[config.mk]
export PLATFORM = sky130hd
export DESIGN_NAME = rle_encoder_flat
export DESIGN_NICKNAME = d
export VERILOG_FILES = /design/src/rtl/rle_encoder_if.sv /design/src/rtl/rle_encoder.sv /design/src/flat_wrapper.sv
export SDC_FILE = /design/constraint.sdc
export NUM_CORES = 1
export LEC_CHECK = 0
export CORE_MARGIN = 2
export CORE_UTILIZATION = 50
export DETAILED_ROUTE_END_ITERATION = 8
export GPL_TIMING_DRIVEN = 0
export HOLD_SLACK_MARGIN = 0.08
export PLACE_DENSITY = 0.77
export SETUP_SLACK_MARGIN = 0.1
export SLEW_MARGIN = 10
export SYNTH_ARGS = -nofsm -noshare
export SYNTH_HDL_FRONTEND = slang
export SYNTH_SLANG_ARGS = --single-unit
export TNS_END_PERCENT = 10
[constraint.sdc]
create_clock -name clk -period 4.19 [get_ports clk]
set_clock_uncertainty 0.05 [all_clocks]
set_input_delay 0.6285 -clock clk [delete_from_list [all_inputs] [get_ports clk]]
set_output_delay 0.6285 -clock clk [all_outputs]
set_load 0.02 [all_outputs]
[src/rtl/rle_encoder_if.sv]
// rtl/rle_encoder_if.sv - element input stream and {count,value} output stream of the run-length encoder
interface rle_encoder_if #(
  parameter int ELEM_W = 32,
  parameter int CNT_W  = 32
);
  logic                    s_axis_tvalid;
  logic                    s_axis_tready;
  logic [ELEM_W-1:0]       s_axis_tdata;
  logic                    s_axis_tlast;
  logic                    m_axis_tvalid;
  logic                    m_axis_tready;
  logic [CNT_W+ELEM_W-1:0] m_axis_tdata;
  logic                    m_axis_tlast;

  // encoder side
  modport slave (
    input  s_axis_tvalid, s_axis_tdata, s_axis_tlast, m_axis_tready,
    output s_axis_tready, m_axis_tvalid, m_axis_tdata, m_axis_tlast
  );

  // host / neighbouring stage side
  modport master (
    output s_axis_tvalid, s_axis_tdata, s_axis_tlast, m_axis_tready,
    input  s_axis_tready, m_axis_tvalid, m_axis_tdata, m_axis_tlast
  );
endinterface

[src/rtl/rle_encoder.sv]
// rtl/rle_encoder.sv - word-level run-length encoder, one {count,value} pair per run, runs confined to a packet
module rle_encoder #(
  parameter int ELEM_W = 32,
  parameter int CNT_W  = 32
) (
  input  logic        clk,
  input  logic        rst_n,
  rle_encoder_if.slave bus,
  output logic [31:0] pkt_count
);

  typedef enum logic [1:0] {IDLE, RUN, FLUSH} state_t;

  localparam logic [CNT_W-1:0] CNT_MAX = '1;
  localparam logic [CNT_W-1:0] CNT_ONE = CNT_W'(1);

  state_t              state;
  state_t              next_state;
  logic [ELEM_W-1:0]   run_val;
  logic [CNT_W-1:0]    run_cnt;
  logic [ELEM_W-1:0]   pend_val;

  logic                free;
  logic                accept;
  logic                extend;
  logic                load;
  logic [CNT_W-1:0]    load_cnt;
  logic [ELEM_W-1:0]   load_val;
  logic                load_last;
  logic                open_run;
  logic                inc_run;
  logic                set_pend;

  assign free              = !bus.m_axis_tvalid || bus.m_axis_tready;
  assign bus.s_axis_tready = free && (state != FLUSH);
  assign accept            = bus.s_axis_tvalid && bus.s_axis_tready;
  // a beat may join the open run only on an exact match with headroom left in the counter
  assign extend            = (bus.s_axis_tdata == run_val) && (run_cnt != CNT_MAX);

  always_ff @(posedge clk or negedge rst_n) begin
    if (!rst_n) begin
      state <= IDLE;
    end else begin
      state <= next_state;
    end
  end

  always_comb begin
    next_state = state;
    unique case (state)
      IDLE:    if (accept && !bus.s_axis_tlast) next_state = RUN;
      RUN:     if (accept && bus.s_axis_tlast) next_state = extend ? IDLE : FLUSH;
      FLUSH:   if (free) next_state = IDLE;
      default: next_state = IDLE;
    endcase
  end

  always_comb begin
    load      = 1'b0;
    load_cnt  = '0;
    load_val  = '0;
    load_last = 1'b0;
    open_run  = 1'b0;
    inc_run   = 1'b0;
    set_pend  = 1'b0;
    unique case (state)
      IDLE: begin
        if (accept) begin
          if (bus.s_axis_tlast) begin
            load      = 1'b1;
            load_cnt  = CNT_ONE;
            load_val  = bus.s_axis_tdata;
            load_last = 1'b1;
          end else begin
            open_run  = 1'b1;
          end
        end
      end
      RUN: begin
        if (accept) begin
          if (extend) begin
            if (bus.s_axis_tlast) begin
              load      = 1'b1;
              load_cnt  = run_cnt + CNT_ONE;
              load_val  = run_val;
              load_last = 1'b1;
            end else begin
              inc_run   = 1'b1;
            end
          end else begin
            // closing pair goes out now; a last beat becomes its own pair from FLUSH
            load     = 1'b1;
            load_cnt = run_cnt;
            load_val = run_val;
            set_pend = bus.s_axis_tlast;
            open_run = !bus.s_axis_tlast;
          end
        end
      end
      FLUSH: begin
        if (free) begin
          load      = 1'b1;
          load_cnt  = CNT_ONE;
          load_val  = pend_val;
          load_last = 1'b1;
        end
      end
      default: ;
    endcase
  end

  always_ff @(posedge clk or negedge rst_n) begin
    if (!rst_n) begin
      run_val  <= '0;
      run_cnt  <= '0;
      pend_val <= '0;
    end else begin
      if (open_run) begin
        run_val <= bus.s_axis_tdata;
        run_cnt <= CNT_ONE;
      end else if (inc_run) begin
        run_cnt <= run_cnt + CNT_ONE;
      end
      if (set_pend) begin
        pend_val <= bus.s_axis_tdata;
      end
    end
  end

  always_ff @(posedge clk or negedge rst_n) begin
    if (!rst_n) begin
      bus.m_axis_tvalid <= 1'b0;
      bus.m_axis_tdata  <= '0;
      bus.m_axis_tlast  <= 1'b0;
    end else if (load) begin
      bus.m_axis_tvalid <= 1'b1;
      bus.m_axis_tdata  <= {load_cnt, load_val};
      bus.m_axis_tlast  <= load_last;
    end else if (bus.m_axis_tready) begin
      bus.m_axis_tvalid <= 1'b0;
    end
  end

  always_ff @(posedge clk or negedge rst_n) begin
    if (!rst_n) begin
      pkt_count <= '0;
    end else if (bus.m_axis_tvalid && bus.m_axis_tready && bus.m_axis_tlast) begin
      pkt_count <= pkt_count + 32'd1;
    end
  end

endmodule

[src/flat_wrapper.sv]
// flat-port wrapper written by rule: the top's interface ports become plain ports
module rle_encoder_flat 
#(
  parameter int ELEM_W = 32,
  parameter int CNT_W  = 32
)
  (clk, rst_n, pkt_count, bus_s_axis_tvalid, bus_s_axis_tdata, bus_s_axis_tlast, bus_m_axis_tready, bus_s_axis_tready, bus_m_axis_tvalid, bus_m_axis_tdata, bus_m_axis_tlast);
  rle_encoder_if #(.ELEM_W(ELEM_W), .CNT_W(CNT_W)) bus_i ();
  input  logic clk;
  input  logic rst_n;
  output logic [31:0] pkt_count;
  input wire logic [$bits(bus_i.s_axis_tvalid)-1:0] bus_s_axis_tvalid;
  input wire logic [$bits(bus_i.s_axis_tdata)-1:0] bus_s_axis_tdata;
  input wire logic [$bits(bus_i.s_axis_tlast)-1:0] bus_s_axis_tlast;
  input wire logic [$bits(bus_i.m_axis_tready)-1:0] bus_m_axis_tready;
  output wire logic [$bits(bus_i.s_axis_tready)-1:0] bus_s_axis_tready;
  output wire logic [$bits(bus_i.m_axis_tvalid)-1:0] bus_m_axis_tvalid;
  output wire logic [$bits(bus_i.m_axis_tdata)-1:0] bus_m_axis_tdata;
  output wire logic [$bits(bus_i.m_axis_tlast)-1:0] bus_m_axis_tlast;
  assign bus_i.s_axis_tvalid = bus_s_axis_tvalid;
  assign bus_i.s_axis_tdata = bus_s_axis_tdata;
  assign bus_i.s_axis_tlast = bus_s_axis_tlast;
  assign bus_i.m_axis_tready = bus_m_axis_tready;
  assign bus_s_axis_tready = bus_i.s_axis_tready;
  assign bus_m_axis_tvalid = bus_i.m_axis_tvalid;
  assign bus_m_axis_tdata = bus_i.m_axis_tdata;
  assign bus_m_axis_tlast = bus_i.m_axis_tlast;
  rle_encoder #(.ELEM_W(ELEM_W), .CNT_W(CNT_W)) u_core (.clk(clk), .rst_n(rst_n), .bus(bus_i), .pkt_count(pkt_count));
endmodule
==> run summary <==
In this run, synthesis inferred 0 flip-flops with an integrated enable. The final-layout setup total negative slack is 0 ps. STA classifies the critical path startpoint as a flop. The clock-pin transition on the worst setup and hold timing paths is 80 ps. The worst-case IR drop observed on VDD is 0.000323 V. The type of the most critical hold path is input port to async pin.

After synthesis, the cell types taking the most area are dfrtp_1, mux2_2, xor2_1. Setup repair after global routing left no endpoint under its margin. The growth of design area from synthesis to finish came out at 23.9%. In this run the number of H-tree levels came out at 4. The core region is 19,300 sq um. In the final layout, the share of cells above drive strength 1 is 0.108. The max-cap check violation count is 0.

The sum of overflow across all layers after global routing is 0. The row count came out at 51. The part of the Yosys area used for sequential elements came out at 0.503.

The largest fanout on the critical path is 10. For this configuration, the core starts out at a cell density of 0.506. The maximum number of pins on one net before global-route repair is 107. The startpoint-to-endpoint class of the critical path is flop to flop.

Data on the critical path is required at its endpoint by 4460 ps. The leakage power total is 5.14 nW. In the synthesized netlist the dominant register cell turns out to be dfrtp_1.

Of all flip-flops after synthesis, the portion carrying an async set or reset was 1.00. The number of hold buffers added after CTS was 0. The routed length per placed instance is 19.0 um. The HPWL after detailed placement came out at 18.2 mm. The worst setup path is captured at a flop. In the routed design, unresolved DRC markers number 0. The DRC violation total after the first TritonRoute iteration is 973.

The clock passes through at most 2 buffers. The arrival time of data at the critical path endpoint is 4140 ps. The count of endpoints failing hold in the final timing report is 0. The die is 144 um tall. The count of endpoints failing setup in the final report is 0. The max-slew headroom at the worst pin came out at 0.246.

The post-detailed-routing wire length is 26.6 mm. The power per standard cell area came out at 513 nW/um^2. The number of iterations in the first detailed-routing pass came out at 5. The overall fraction of global-route tracks in use is 0.265. The total of flip-flops plus latches after synthesis is 196. The pre-CTS worst setup slack came out at -215 ps. Leaving out fill and tap cells, the most frequent cell in the layout is dfrtp_1. The count of boundary I/O pins came out at 136. The total number of nets in the final design is 1,158.

In this run the tool buffered the top-level ports with 135 buffer cells. In this run the remaining antenna-violating nets after routing total 0. In this run, CTS created clock tree buffers numbering 17. The time the worst path needs with I/O delays and setup came out at 3870 ps. The die footprint is 20,600 sq um. The number of vias per cell after detailed routing is 5.91. The final worst setup slack came out at 324 ps. The net count after synthesis came out at 1,003. TritonCTS built the clock tree.

The top cell types in the final layout, fill and taps aside, are dfrtp_1, clkdlybuf4s50_1, nand2_1. Summed over all instances, the cell type with the most area after synthesis is dfrtp_1. The initial antenna violation count came out at 1. The number of global-route vias before repair was 7,815. The number of max-slew violations in the final report is 0. The final core utilization came out at 0.627. The run finished with clean final reports. In this run the mean area of a mapped cell was 10.1 sq um. The number of sinks driven by the clock tree came out at 196.

Synthesis produced 964 cells. At the pin with the least slew margin, the transition time is 1120 ps. The routability congestion estimate from global placement is 0.894. The horizontal extent of the die came out at 144 um. The count of different cell masters after synthesis is 50. The source-to-sink clock delay at the later pin of the worst-skew pair came out at 440 ps.

Of the available clock period, the critical path in the final layout requires 0.923. The synthesis warning total is 0. The area of the mapped netlist came out at 9750 sq um. The wire length of the first global-routing pass is 42.2 mm. Detailed routing inserted a total of 8,266 vias. The root buffer cell chosen for the clock tree is clkbuf_16. The area share of the leading cell type in the synthesized netlist came out at 0.503. Static timing analysis puts the maximum clock frequency at 0.259 GHz.
-- critical path: stages (launching register included) --
cell       delay [ps]
dfrtp_1           450
ha_1              290
nand4_1           220
nor4_4            430
and3_1            260
nand3_2           160
and2_1            220
buf_6             140
a2111oi_4         900
buf_6             280
mux2_2            350
-- logic make-up (layout without fill, tap and decap cells) --
logic type / after synthesis / after routing / share of synthesized area
compound gates: 199 / 199 / 0.140
xor+xnor: 74 / 74 / 0.0665
fa+ha+maj: 2 / 2 / 0.00257
buf+inv: 73 / 241 / 0.0334
flops: 196 / 196 / 0.503
mux: 67 / 67 / 0.0771
other cells: 0 / 1 / 0
simple gates: 353 / 353 / 0.178
-- metal layers --
metal | GRT usage | wire length [um]
met5 | 0 | 0
met4 | 0.104 | 779
met3 | 0.0337 | 1840
met2 | 0.418 | 12500
met1 | 0.375 | 11500
-- worst paths after layout --
path,to,slack (ps),from,cells past startpoint
max reg2reg,u_core.run_val[3]$_DFFE_PN0P_,320,u_core.run_cnt[0]$_DFFE_PN0P_,10
min reg2reg,u_core.pkt_count[31]$_DFFE_PN0P_,430,u_core.pkt_count[31]$_DFFE_PN0P_,1
min in group clk,u_core.pkt_count[31]$_DFFE_PN0P_,430,u_core.pkt_count[31]$_DFFE_PN0P_,1
min,u_core.bus.m_axis_tdata[60]$_DFFE_PN0P_,150,rst_n,1
max,u_core.run_val[3]$_DFFE_PN0P_,320,u_core.run_cnt[0]$_DFFE_PN0P_,10
max in group asynchronous,u_core.run_val[21]$_DFFE_PN0P_,3030,rst_n,2
-- where the power goes --
group,switching (W),leakage [nW],internal [W]
registers,0.000337,2.50,0.00234
logic,0.000947,2.35,0.000876
clock network,0.000833,0.295,0.000862
total,0.00212,5.14,0.00408
-- cells in the mapped netlist (7+ instances only) --
| master | number |
|---|---|
| nor2_1 | 82 |
| clkbuf_1 | 48 |
| or3_1 | 21 |
| nor3_1 | 11 |
| o31a_1 | 20 |
| a22oi_1 | 13 |
| and3_1 | 21 |
| nand4_1 | 17 |
| xnor2_1 | 24 |
| dfrtp_1 | 196 |
| nor4_1 | 31 |
| a22o_1 | 19 |
| o21ai_0 | 43 |
| mux2_1 | 7 |
| xor2_1 | 50 |
| mux2_2 | 58 |
| nand3_1 | 35 |
| a31oi_1 | 16 |
| a211o_1 | 14 |
| a221o_1 | 11 |
| a21oi_1 | 49 |
| nand2_1 | 102 |
-- state kept, by name (all words and copies together), names as in the netlist --
| register | count |
|---|---|
| u_core.bus.m_axis_tdata | 64 |
| u_core.pend_val | 32 |
| u_core.pkt_count | 32 |
| u_core.run_cnt | 32 |
| u_core.run_val | 32 |
| u_core.state | 2 |
| u_core.bus.m_axis_tlast | 1 |
| u_core.bus.m_axis_tvalid | 1 |
-- final cells by class --
cell class	instances	area, sq um
multi-input combinational	695	4520
clock buffer	17	425
buffer	67	307
tap	265	332
sequential	196	4900
antenna	1	2.50
inverter	6	22.5
clock inverter	15	184
fill	1595	7190
timing repair buffer	136	1380
-- what timing repair did --
| action | CTS | global route |
|---|---|---|
| buffers inserted | 0 | 0 |
| setup endpoints to repair | 0 | 34 |
| hold endpoints to repair | 0 | 0 |
| gates resized for setup | 0 | 5 |
-- through the flow --
stage	cells	hold slack (ps)	instance area [sq um]	power, W
4_1_cts	1397	228	12100	0.00621
2_1_floorplan	964	283	9750	0.00370
5_1_grt	1397	238	12100	0.00648
3_3_place_gp	1364	412	11400	0.00447
6_report	1398	153	12100	0.00620
3_5_place_dp	1365	416	11500	0.00452
Power figures use the tool's default switching activity.
